## src/rtl/stream_cipher_pkg.sv

```systemverilog
// ---------------------------------------------------------------------------
// stream_cipher_pkg : shared widths, chain seed and FSM states for decipher
// Rev 1.0
// ---------------------------------------------------------------------------
`default_nettype none

package stream_cipher_pkg;

  localparam int BYTE_W     = 8;
  localparam int FIFO_DEPTH = 8;
  localparam int ENTRY_W    = BYTE_W + 1;
  localparam int COUNT_W    = $clog2(FIFO_DEPTH + 1);

  localparam logic [BYTE_W-1:0] CHAIN_INIT = 8'h00;

  typedef enum logic [0:0] {
    IDLE   = 1'b0,
    ACTIVE = 1'b1
  } state_t;

  function automatic logic [BYTE_W-1:0] unchain(input logic [BYTE_W-1:0] cipher,
                                                input logic [BYTE_W-1:0] chain);
    return cipher ^ chain;
  endfunction

endpackage

`default_nettype wire

```

## src/rtl/stream_decipher_if.sv

```systemverilog
// ---------------------------------------------------------------------------
// stream_decipher_if : ciphertext in / plaintext out streams plus status
// Rev 1.0
// ---------------------------------------------------------------------------
`default_nettype none

interface stream_decipher_if;
  import stream_cipher_pkg::*;

  logic               in_valid;
  logic [BYTE_W-1:0]  in_data;
  logic               in_last;
  logic               in_ready;
  logic               out_valid;
  logic [BYTE_W-1:0]  out_data;
  logic               out_last;
  logic               out_ready;
  logic               clear;
  logic [COUNT_W-1:0] count;
  logic               busy;

  modport slave (
    input  in_valid, in_data, in_last, out_ready, clear,
    output in_ready, out_valid, out_data, out_last, count, busy
  );

  modport master (
    output in_valid, in_data, in_last, out_ready, clear,
    input  in_ready, out_valid, out_data, out_last, count, busy
  );

endinterface

`default_nettype wire

```

## src/rtl/byte_fifo.sv

```systemverilog
// ---------------------------------------------------------------------------
// byte_fifo : parameterised synchronous FIFO with wrapping pointers and flush
// Rev 1.0
// ---------------------------------------------------------------------------
`default_nettype none

module byte_fifo #(
  parameter int WIDTH = 9,
  parameter int DEPTH = 8
) (
  input  logic                         clk,
  input  logic                         rst_n,
  input  logic                         clear,
  input  logic                         push,
  input  logic [WIDTH-1:0]             push_data,
  input  logic                         pop,
  output logic [WIDTH-1:0]             head,
  output logic [$clog2(DEPTH+1)-1:0]   count,
  output logic                         full,
  output logic                         empty
);

  localparam int PTR_W = $clog2(DEPTH);
  localparam int CNT_W = $clog2(DEPTH + 1);

  logic [WIDTH-1:0] mem [DEPTH];
  logic [PTR_W-1:0] rd_ptr;
  logic [PTR_W-1:0] wr_ptr;
  logic [CNT_W-1:0] cnt;
  logic             do_push;
  logic             do_pop;

  function automatic logic [PTR_W-1:0] next_ptr(input logic [PTR_W-1:0] ptr);
    return (ptr == PTR_W'(DEPTH - 1)) ? '0 : ptr + PTR_W'(1);
  endfunction

  assign full    = (cnt == CNT_W'(DEPTH));
  assign empty   = (cnt == '0);
  assign do_push = push && !full;
  assign do_pop  = pop && !empty;
  assign count   = cnt;
  // Zero the head while empty so the output bus reads 0 out of reset
  assign head    = empty ? '0 : mem[rd_ptr];

  always_ff @(posedge clk or negedge rst_n) begin
    if (!rst_n) begin
      rd_ptr <= '0;
      wr_ptr <= '0;
      cnt    <= '0;
    end else if (clear) begin
      rd_ptr <= '0;
      wr_ptr <= '0;
      cnt    <= '0;
    end else begin
      if (do_push) wr_ptr <= next_ptr(wr_ptr);
      if (do_pop)  rd_ptr <= next_ptr(rd_ptr);
      case ({do_push, do_pop})
        2'b10:   cnt <= cnt + CNT_W'(1);
        2'b01:   cnt <= cnt - CNT_W'(1);
        default: cnt <= cnt;
      endcase
    end
  end

  always_ff @(posedge clk) begin
    if (do_push && !clear) mem[wr_ptr] <= push_data;
  end

endmodule

`default_nettype wire

```

## src/rtl/stream_decipher.sv

```systemverilog
// ---------------------------------------------------------------------------
// stream_decipher : chained-XOR byte decipher feeding an 8-deep output FIFO
// Rev 1.0
// ---------------------------------------------------------------------------
`default_nettype none

module stream_decipher
  import stream_cipher_pkg::*;
(
  input  logic              clk,
  input  logic              rst_n,
  stream_decipher_if.slave  bus
);

  state_t             state;
  state_t             state_nxt;
  logic [BYTE_W-1:0]  chain;
  logic [BYTE_W-1:0]  chain_nxt;
  logic               ready_en;
  logic               accept;
  logic               pop;
  logic               fifo_full;
  logic               fifo_empty;
  logic [ENTRY_W-1:0] fifo_head;

  // Low throughout reset; rises on the first edge after rst_n is released
  always_ff @(posedge clk or negedge rst_n) begin
    if (!rst_n) ready_en <= 1'b0;
    else        ready_en <= 1'b1;
  end

  assign bus.in_ready  = ready_en && !fifo_full && !bus.clear;
  assign accept        = bus.in_valid && bus.in_ready;
  assign pop           = bus.out_valid && bus.out_ready;

  assign bus.out_valid = !fifo_empty;
  assign bus.out_data  = fifo_head[BYTE_W-1:0];
  assign bus.out_last  = fifo_head[BYTE_W];
  assign bus.busy      = (state == ACTIVE);

  byte_fifo #(
    .WIDTH (ENTRY_W),
    .DEPTH (FIFO_DEPTH)
  ) u_fifo (
    .clk       (clk),
    .rst_n     (rst_n),
    .clear     (bus.clear),
    .push      (accept),
    .push_data ({bus.in_last, unchain(bus.in_data, chain)}),
    .pop       (pop),
    .head      (fifo_head),
    .count     (bus.count),
    .full      (fifo_full),
    .empty     (fifo_empty)
  );

  always_ff @(posedge clk or negedge rst_n) begin
    if (!rst_n) begin
      state <= IDLE;
      chain <= CHAIN_INIT;
    end else begin
      state <= state_nxt;
      chain <= chain_nxt;
    end
  end

  // The chain reseeds at every message boundary so each message decodes alone
  always_comb begin
    state_nxt = state;
    chain_nxt = chain;
    if (bus.clear) begin
      state_nxt = IDLE;
      chain_nxt = CHAIN_INIT;
    end else if (accept) begin
      chain_nxt = bus.in_last ? CHAIN_INIT : bus.in_data;
      unique case (state)
        IDLE:    state_nxt = bus.in_last ? IDLE : ACTIVE;
        ACTIVE:  state_nxt = bus.in_last ? IDLE : ACTIVE;
        default: state_nxt = IDLE;
      endcase
    end
  end

endmodule

`default_nettype wire

```

## src/flat_wrapper.sv

```systemverilog
// flat-port wrapper written by rule: the top's interface ports become plain ports
module stream_decipher_flat import stream_cipher_pkg::*;
  (clk, rst_n, bus_in_valid, bus_in_data, bus_in_last, bus_out_ready, bus_clear, bus_in_ready, bus_out_valid, bus_out_data, bus_out_last, bus_count, bus_busy);
  stream_decipher_if bus_i ();
  input  logic clk;
  input  logic rst_n;
  input wire logic [$bits(bus_i.in_valid)-1:0] bus_in_valid;
  input wire logic [$bits(bus_i.in_data)-1:0] bus_in_data;
  input wire logic [$bits(bus_i.in_last)-1:0] bus_in_last;
  input wire logic [$bits(bus_i.out_ready)-1:0] bus_out_ready;
  input wire logic [$bits(bus_i.clear)-1:0] bus_clear;
  output wire logic [$bits(bus_i.in_ready)-1:0] bus_in_ready;
  output wire logic [$bits(bus_i.out_valid)-1:0] bus_out_valid;
  output wire logic [$bits(bus_i.out_data)-1:0] bus_out_data;
  output wire logic [$bits(bus_i.out_last)-1:0] bus_out_last;
  output wire logic [$bits(bus_i.count)-1:0] bus_count;
  output wire logic [$bits(bus_i.busy)-1:0] bus_busy;
  assign bus_i.in_valid = bus_in_valid;
  assign bus_i.in_data = bus_in_data;
  assign bus_i.in_last = bus_in_last;
  assign bus_i.out_ready = bus_out_ready;
  assign bus_i.clear = bus_clear;
  assign bus_in_ready = bus_i.in_ready;
  assign bus_out_valid = bus_i.out_valid;
  assign bus_out_data = bus_i.out_data;
  assign bus_out_last = bus_i.out_last;
  assign bus_count = bus_i.count;
  assign bus_busy = bus_i.busy;
  stream_decipher u_core (.clk(clk), .rst_n(rst_n), .bus(bus_i));
endmodule
```

## config.mk

```make
export PLATFORM = sky130hd
export DESIGN_NAME = stream_decipher_flat
export DESIGN_NICKNAME = d
export VERILOG_FILES = /design/src/rtl/stream_cipher_pkg.sv /design/src/rtl/stream_decipher_if.sv /design/src/rtl/byte_fifo.sv /design/src/rtl/stream_decipher.sv /design/src/flat_wrapper.sv
export SDC_FILE = /design/constraint.sdc
export NUM_CORES = 1
export LEC_CHECK = 0
export ABC_AREA = 1
export CAP_MARGIN = 20
export CORE_ASPECT_RATIO = 0.75
export CORE_MARGIN = 1.5
export CORE_UTILIZATION = 40
export DETAILED_ROUTE_END_ITERATION = 6
export MAX_ROUTING_LAYER = met4
export PLACE_DENSITY_LB_ADDON = 0.3
export SLEW_MARGIN = 10
export SYNTH_ARGS = -nofsm -noshare
export SYNTH_HDL_FRONTEND = slang
export SYNTH_SLANG_ARGS = --single-unit
```

## constraint.sdc

```tcl
create_clock -name clk -period 1.9 [get_ports clk]
set_clock_uncertainty 0.2 [all_clocks]
set_input_delay 0.285 -clock clk [delete_from_list [all_inputs] [get_ports clk]]
set_output_delay 0.285 -clock clk [all_outputs]
set_load 0.02 [all_outputs]
```

# After elaboration in Yosys (flattened, before gate mapping)
# Memories as Yosys holds them, arrays and structs flattened.
# Cells that the tools add are included.
[classes]
n_addsub = 4
mul = 0
n_div = 0
order_cmp = 0
n_eq_ne = 5
n_shift = 0
muxes = 17
bitwise_logic = 1
n_reduce_logical = 15
[ops]
columns = ["op", "count"]
rows = [
  ["8-bit two-way mux", 3],
  ["3-bit two-way mux", 6],
  ["9-bit two-way mux", 1],
  ["4-bit one-hot mux with 2 select lines", 1],
  ["8-bit bitwise XOR", 1],
  ["1-bit logical AND", 7],
  ["3-bit by 1-bit adder with 3-bit output (second input constant)", 2],
  ["3-bit == test (second input constant)", 2],
  ["2-bit nonzero test", 3],
  ["1-bit two-way mux", 5],
  ["4-bit by 1-bit adder with 4-bit output (second input constant)", 1],
  ["4-bit == test (second input constant)", 1],
  ["4-bit zero test", 1],
  ["4-bit two-way mux", 1],
  ["4-bit by 1-bit subtractor with 4-bit output (second input constant)", 1],
  ["1-bit zero test", 3],
  ["3-bit nonzero test", 1],
  ["2-bit by 1-bit == test with 1-bit output (second input constant)", 1],
  ["2-bit == test (second input constant)", 1],
]
[totals]
register_bits = 20
latchBits = 0
ram_bits = 72
romBits = 0
output_inout_bits = 16
word_cells = 49
mem_count = 1
[mem_list]
columns = ["name", "words", "width", "read_ports", "rd_ports_with_merged_regs", "wr", "line_no", "rtl"]
rows = [
  ["u_core.u_fifo.mem", 8, 9, 1, 0, 1, "byte_fifo.sv:26", "logic [WIDTH-1:0] mem [DEPTH];"],
]

# Depth between registers and ports, before layout
[depth]
depth_word = 9
ltp_mapped = 14
mapped_depth_nobuf = 14

# By module
# From an unflattened synthesis, not the netlist that was laid out.
[unflattened]
hier_cells = 379
hier_area_um2 = 4105.2
[by_module_without_submodules]
columns = ["module", "instances", "cells_each", "area_each_um2"]
rows = [
  ["byte_fifo", 1, 303, 3497.1],
  ["stream_decipher", 1, 76, 608.1],
]

# Worst setup path after synthesis
# No wires, ideal clock.
[synth_timing]
kind = "reg-to-reg"
start = "reg u_core.u_fifo.cnt[3] (netlist: u_core.u_fifo.count[3])"
end = "reg u_core.u_fifo.cnt[3] (netlist: u_core.u_fifo.count[3])"
setup_time_ns = 0.117
t_arrival_ns = 1.698
path_slack_ns = -0.115
stages_incl_launch_ff = 13
path_buffers = 0
synth_period_minus_slack_ns = 2.015
path_cell_list = "dfrtp_1 -> nor2_1 -> a21oi_4 -> nand2_1 -> inv_1 -> ha_1 -> nand2_1 -> inv_1 -> nand3_1 -> nand2_1 -> nand2_1 -> nand3_1 -> nand2_1"
[synth_between]
elab_chain_len = 9
elab_cells_between_ends = 17
[synth_rtl]
columns = ["item", "line_no", "rtl"]
rows = [
  ["from (decl)", "byte_fifo.sv:29", "logic [CNT_W-1:0] cnt;"],
  ["from (signal assigned)", "byte_fifo.sv:58", "2'b10: cnt <= cnt + CNT_W'(1);"],
  ["from (signal assigned)", "byte_fifo.sv:59", "2'b01: cnt <= cnt - CNT_W'(1);"],
  ["from (signal assigned)", "byte_fifo.sv:60", "default: cnt <= cnt;"],
  ["4-bit == test", "byte_fifo.sv:37", "assign full = (cnt == CNT_W'(DEPTH));"],
  ["1-bit zero test", "byte_fifo.sv:39, stream_decipher.sv:32", ""],
  ["1-bit logical AND (2 in series)", "stream_decipher.sv:32", "assign bus.in_ready = ready_en && !fifo_full && !bus.clear;"],
  ["1-bit logical AND", "stream_decipher.sv:33", "assign accept = bus.in_valid && bus.in_ready;"],
  ["1-bit logical AND", "byte_fifo.sv:39", "assign do_push = push && !full;"],
  ["2-bit by 1-bit == test with 1-bit output or 2-bit == test (tied branches)", "byte_fifo.sv:57", "case ({do_push, do_pop})"],
  ["4-bit one-hot mux with 2 select lines", "byte_fifo.sv:57", ""],
  ["4-bit two-way mux", "byte_fifo.sv:50", "end else if (clear) begin"],
]
# Several ways; a longest one is shown, not always the timed one.
# A chain may end at the register's enable or synchronous reset.

# Worst setup path in the final report
[layout_timing]
start = "reg u_core.u_fifo.rd_ptr[0]"
end = "out bus_out_data[0]"
[layout_between]
elab_chain_len = 2
[layout_rtl]
columns = ["item", "line_no", "rtl"]
rows = [
  ["from (decl)", "byte_fifo.sv:27", "logic [PTR_W-1:0] rd_ptr;"],
  ["from (signal assigned)", "byte_fifo.sv:56", "if (do_pop) rd_ptr <= next_ptr(rd_ptr);"],
  ["memory 8 x 9 bit", "-", ""],
  ["9-bit two-way mux", "byte_fifo.sv:43", "assign head = empty ? '0 : mem[rd_ptr];"],
  ["to (decl)", "flat_wrapper.sv:14", "output wire logic [$bits(bus_i.out_data)-1:0] bus_out_data;"],
]
# Every way passes these cells.

==> run summary <==
status: finished with violations
failing checks: negative setup slack
Register Area: 2670 um2
Die X: 118 um
filler instances: 753
Int Pwr: 4.77 mW
critical path class: register to output port
Area Overhead vs Synth: 43.7%
PortBufs: 29
Core Area: 9660 um2
CP Cell Sequence: buf_8 > o21ai_0 > o32ai_2 > o21ai_1 > nor2_2 > buf_6
WP data arrival: 1.75 ns
vias in the first global route: 2817
WL final: 10200 um
Sw Pwr: 2.38 mW
starting DRC count in detailed routing: 231
H-Tree Depth: 3
# clock sinks: 92
num rows: 31
Mapped Cells: 339
Vias per Instance: 5.26
CP max stage delay: 0.45 ns
total die area: 10500 um2
Post-Syn Area: 3960 um2
Die H: 89.2 um
RSZ-0062 raised after global routing: yes
most frequent cells in the layout: edfxtp_1, nor2_1, buf_4, buf_6, nand2_1
Final min period: 2.24 ns
Crit-path slowest cell: dfrtp_2
CP required: 1.41 ns
crit-path max FO: 19
Initial Util: 41.0%
clk buf depth: 2
combinational cell fraction of total power: 40.6%
ratio of cells with drive above 1 in the final layout: 40.3%
Final Non-Filler Cells: 576
pwr dens: 1260 nW/um2
Place WS: -0.500 ns
CP Launch Type: register
Final Max Tran Viols: 0
slew at the pin with the worst max-slew slack: 0.592 ns
maxcap violations: 0
# diodes: 0
post-synth cell types: 27
area taken by multi-input logic gates: 1480 um2
Leakage: 2.23 nW
sequential share of power: 32.9%
wire per inst: 17.7 um
syn avg cell area: 11.7 um2
io pins: 30
CTS root buffer: clkbuf_16
CTS tree: yes
Synth Register Bits: 92
most common cell after layout, fill and taps aside: edfxtp_1
Post-CTS Hold Buffers: 0
total CTS buffers: 9
drt pass-1 iters: 5
fmax: 447 MHz
grt ovf: 0
total number of vias: 3032
DP Wirelength: 5960 um
Setup crit end kind: output port
Yosys warnings: 0
Final WS setup: -0.339 ns
Hold Vio Cnt, Final: 0
Setup violations, final: 19
Slew HR: 60.4%
Min-Delay Path Class: primary input to asynchronous set/reset pin
Peak VDD IR: 0.521 mV
fin crit share: 118%
All-Layer GR Usage: 20.1%
first-pass GRT wire length: 15100 um
Clock power frac: 26.5%
Tot Pwr: 7.14 mW
clk_lat worst skew: 0.34 ns
sw frac: 33.3%
Detail Route Antenna Nets: 0
synthesized net count: 359
largest net degree at the start of global routing: 21
gpl congestion: 0.839
final net count: 459
sequential fraction of the synthesis area: 67.2%
placed cells: 539
drt drc: 0
Worst-path clk slew: 0.06 ns
initial antenna violation count: 0
==> final cells by class <==
type                       instances  share of cell area, %
multi-input combinational        212                   25.9
clock inverter                     6                   1.56
timing repair buffer             103                   16.9
clock buffer                      10                   4.02
inverter                          21                   1.74
tap                              132                   2.90
sequential                        92                   46.9
==> power groups by stage <==
stage	clock [mW]	combinational [mW]	sequential, mW
2_1_floorplan	0	1.22	2.43
3_3_place_gp	0	2.22	2.37
3_5_place_dp	0	2.25	2.37
4_1_cts	1.92	2.56	2.34
5_1_grt	1.99	3.13	2.36
6_report	1.89	2.90	2.35
==> cell families (layout without fill, tap and decap cells) <==
group                      count (synthesis)  in the layout  synth area share [%]
xor gates and xnor gates                   9              9                  1.99
DFF                                       92             92                  67.2
adders and majority gates                  6              6                  1.90
AOI/OAI and AO/OA                         63             63                  11.1
and+or+nand+nor                          132            133                  13.9
buffers and inverters                     36            140                  3.79
other                                      1              1                0.0947
==> sequential cells by signal (all words and copies together) (netlist names) <==
name                  flops
u_core.u_fifo.mem        72
u_core.u_fifo.rd_ptr      3
u_core.u_fifo.wr_ptr      3
u_core.chain              8
u_core.ready_en           1
u_core.bus.busy           1
u_core.u_fifo.count       4
==> metrics by stage <==
step                instance area (um2)  hold WS, ns  util, %  TNS [ns]
finish                             5690       0.0943     58.9     -2.71
global route                       5690        0.132     58.9     -5.77
floorplan                          4000       -0.211        -     -3.12
global placement                   4800        0.302     49.7    -24.48
detailed placement                 4800        0.309     49.7    -24.58
CTS                                5450        0.103     56.4     -2.65
==> worst max-delay path: cells and delay by family, from the launching register on <==
| kind | cells | cell delay [ns] |
|---|---|---|
| and+or+nand+nor | 1 | 0.08 |
| DFF | 1 | 0.45 |
| buffers and inverters | 2 | 0.30 |
| AOI/OAI and AO/OA | 3 | 0.58 |
==> synthesized netlist by cell type <==
cell,count,area share (%)
nor2_2,1,0.16
conb_1,1,0.095
dfrtp_1,20,13
clkbuf_1,7,0.66
o32ai_1,18,4.0
o21ai_2,1,0.22
buf_2,6,0.76
a32o_1,8,2.0
xor2_1,8,1.8
nand3_1,9,1.1
a21oi_4,1,0.41
nor2_4,2,0.57
o21ai_1,1,0.13
nor2_1,86,8.1
nand4_1,1,0.16
edfxtp_1,72,55
buf_4,2,0.38
nand2_1,29,2.7
xnor2_1,1,0.22
nand3b_1,1,0.19
nand2_2,2,0.32
nand3_4,1,0.44
ha_1,6,1.9
a31o_2,1,0.22
inv_1,19,1.8
inv_2,2,0.19
o21ai_0,33,4.2
==> repair_timing <==
item / in CTS / in global routing
pin swaps: 12 / 22
buffers inserted: 7 / 8
resized for setup: 136 / 58
endpoints found under the setup margin: 99 / 97
gates cloned: 5 / 3
hold endpoints to repair: 0 / 0
==> routing by layer <==
| metal | track usage, % | vias to the layer above | routed length [um] |
|---|---|---|---|
| met4 | 6.10 | 0 | 233 |
| li1 | - | 1405 | - |
| met3 | 4.27 | 21 | 692 |
| met1 | 26.9 | 1491 | 4500 |
| met5 | - | - | 0 |
| met2 | 31.2 | 115 | 4780 |
==> final timing paths <==
kind                                         start                     end  slack (ns)  depth (start not counted)
setup / recovery           u_core.u_fifo.rd_ptr[0]         bus_out_data[0]       -0.34                          6
hold / removal                               rst_n         u_core.ready_en        0.09                          2
setup reg to reg            u_core.u_fifo.count[1]  u_core.u_fifo.count[2]       -0.14                         13
hold reg to reg                    u_core.bus.busy         u_core.bus.busy        0.32                          1
max in group asynchronous                    rst_n  u_core.u_fifo.count[2]        1.16                          2
min in group clk                   u_core.bus.busy         u_core.bus.busy        0.32                          1
Power figures use the tool's default switching activity.
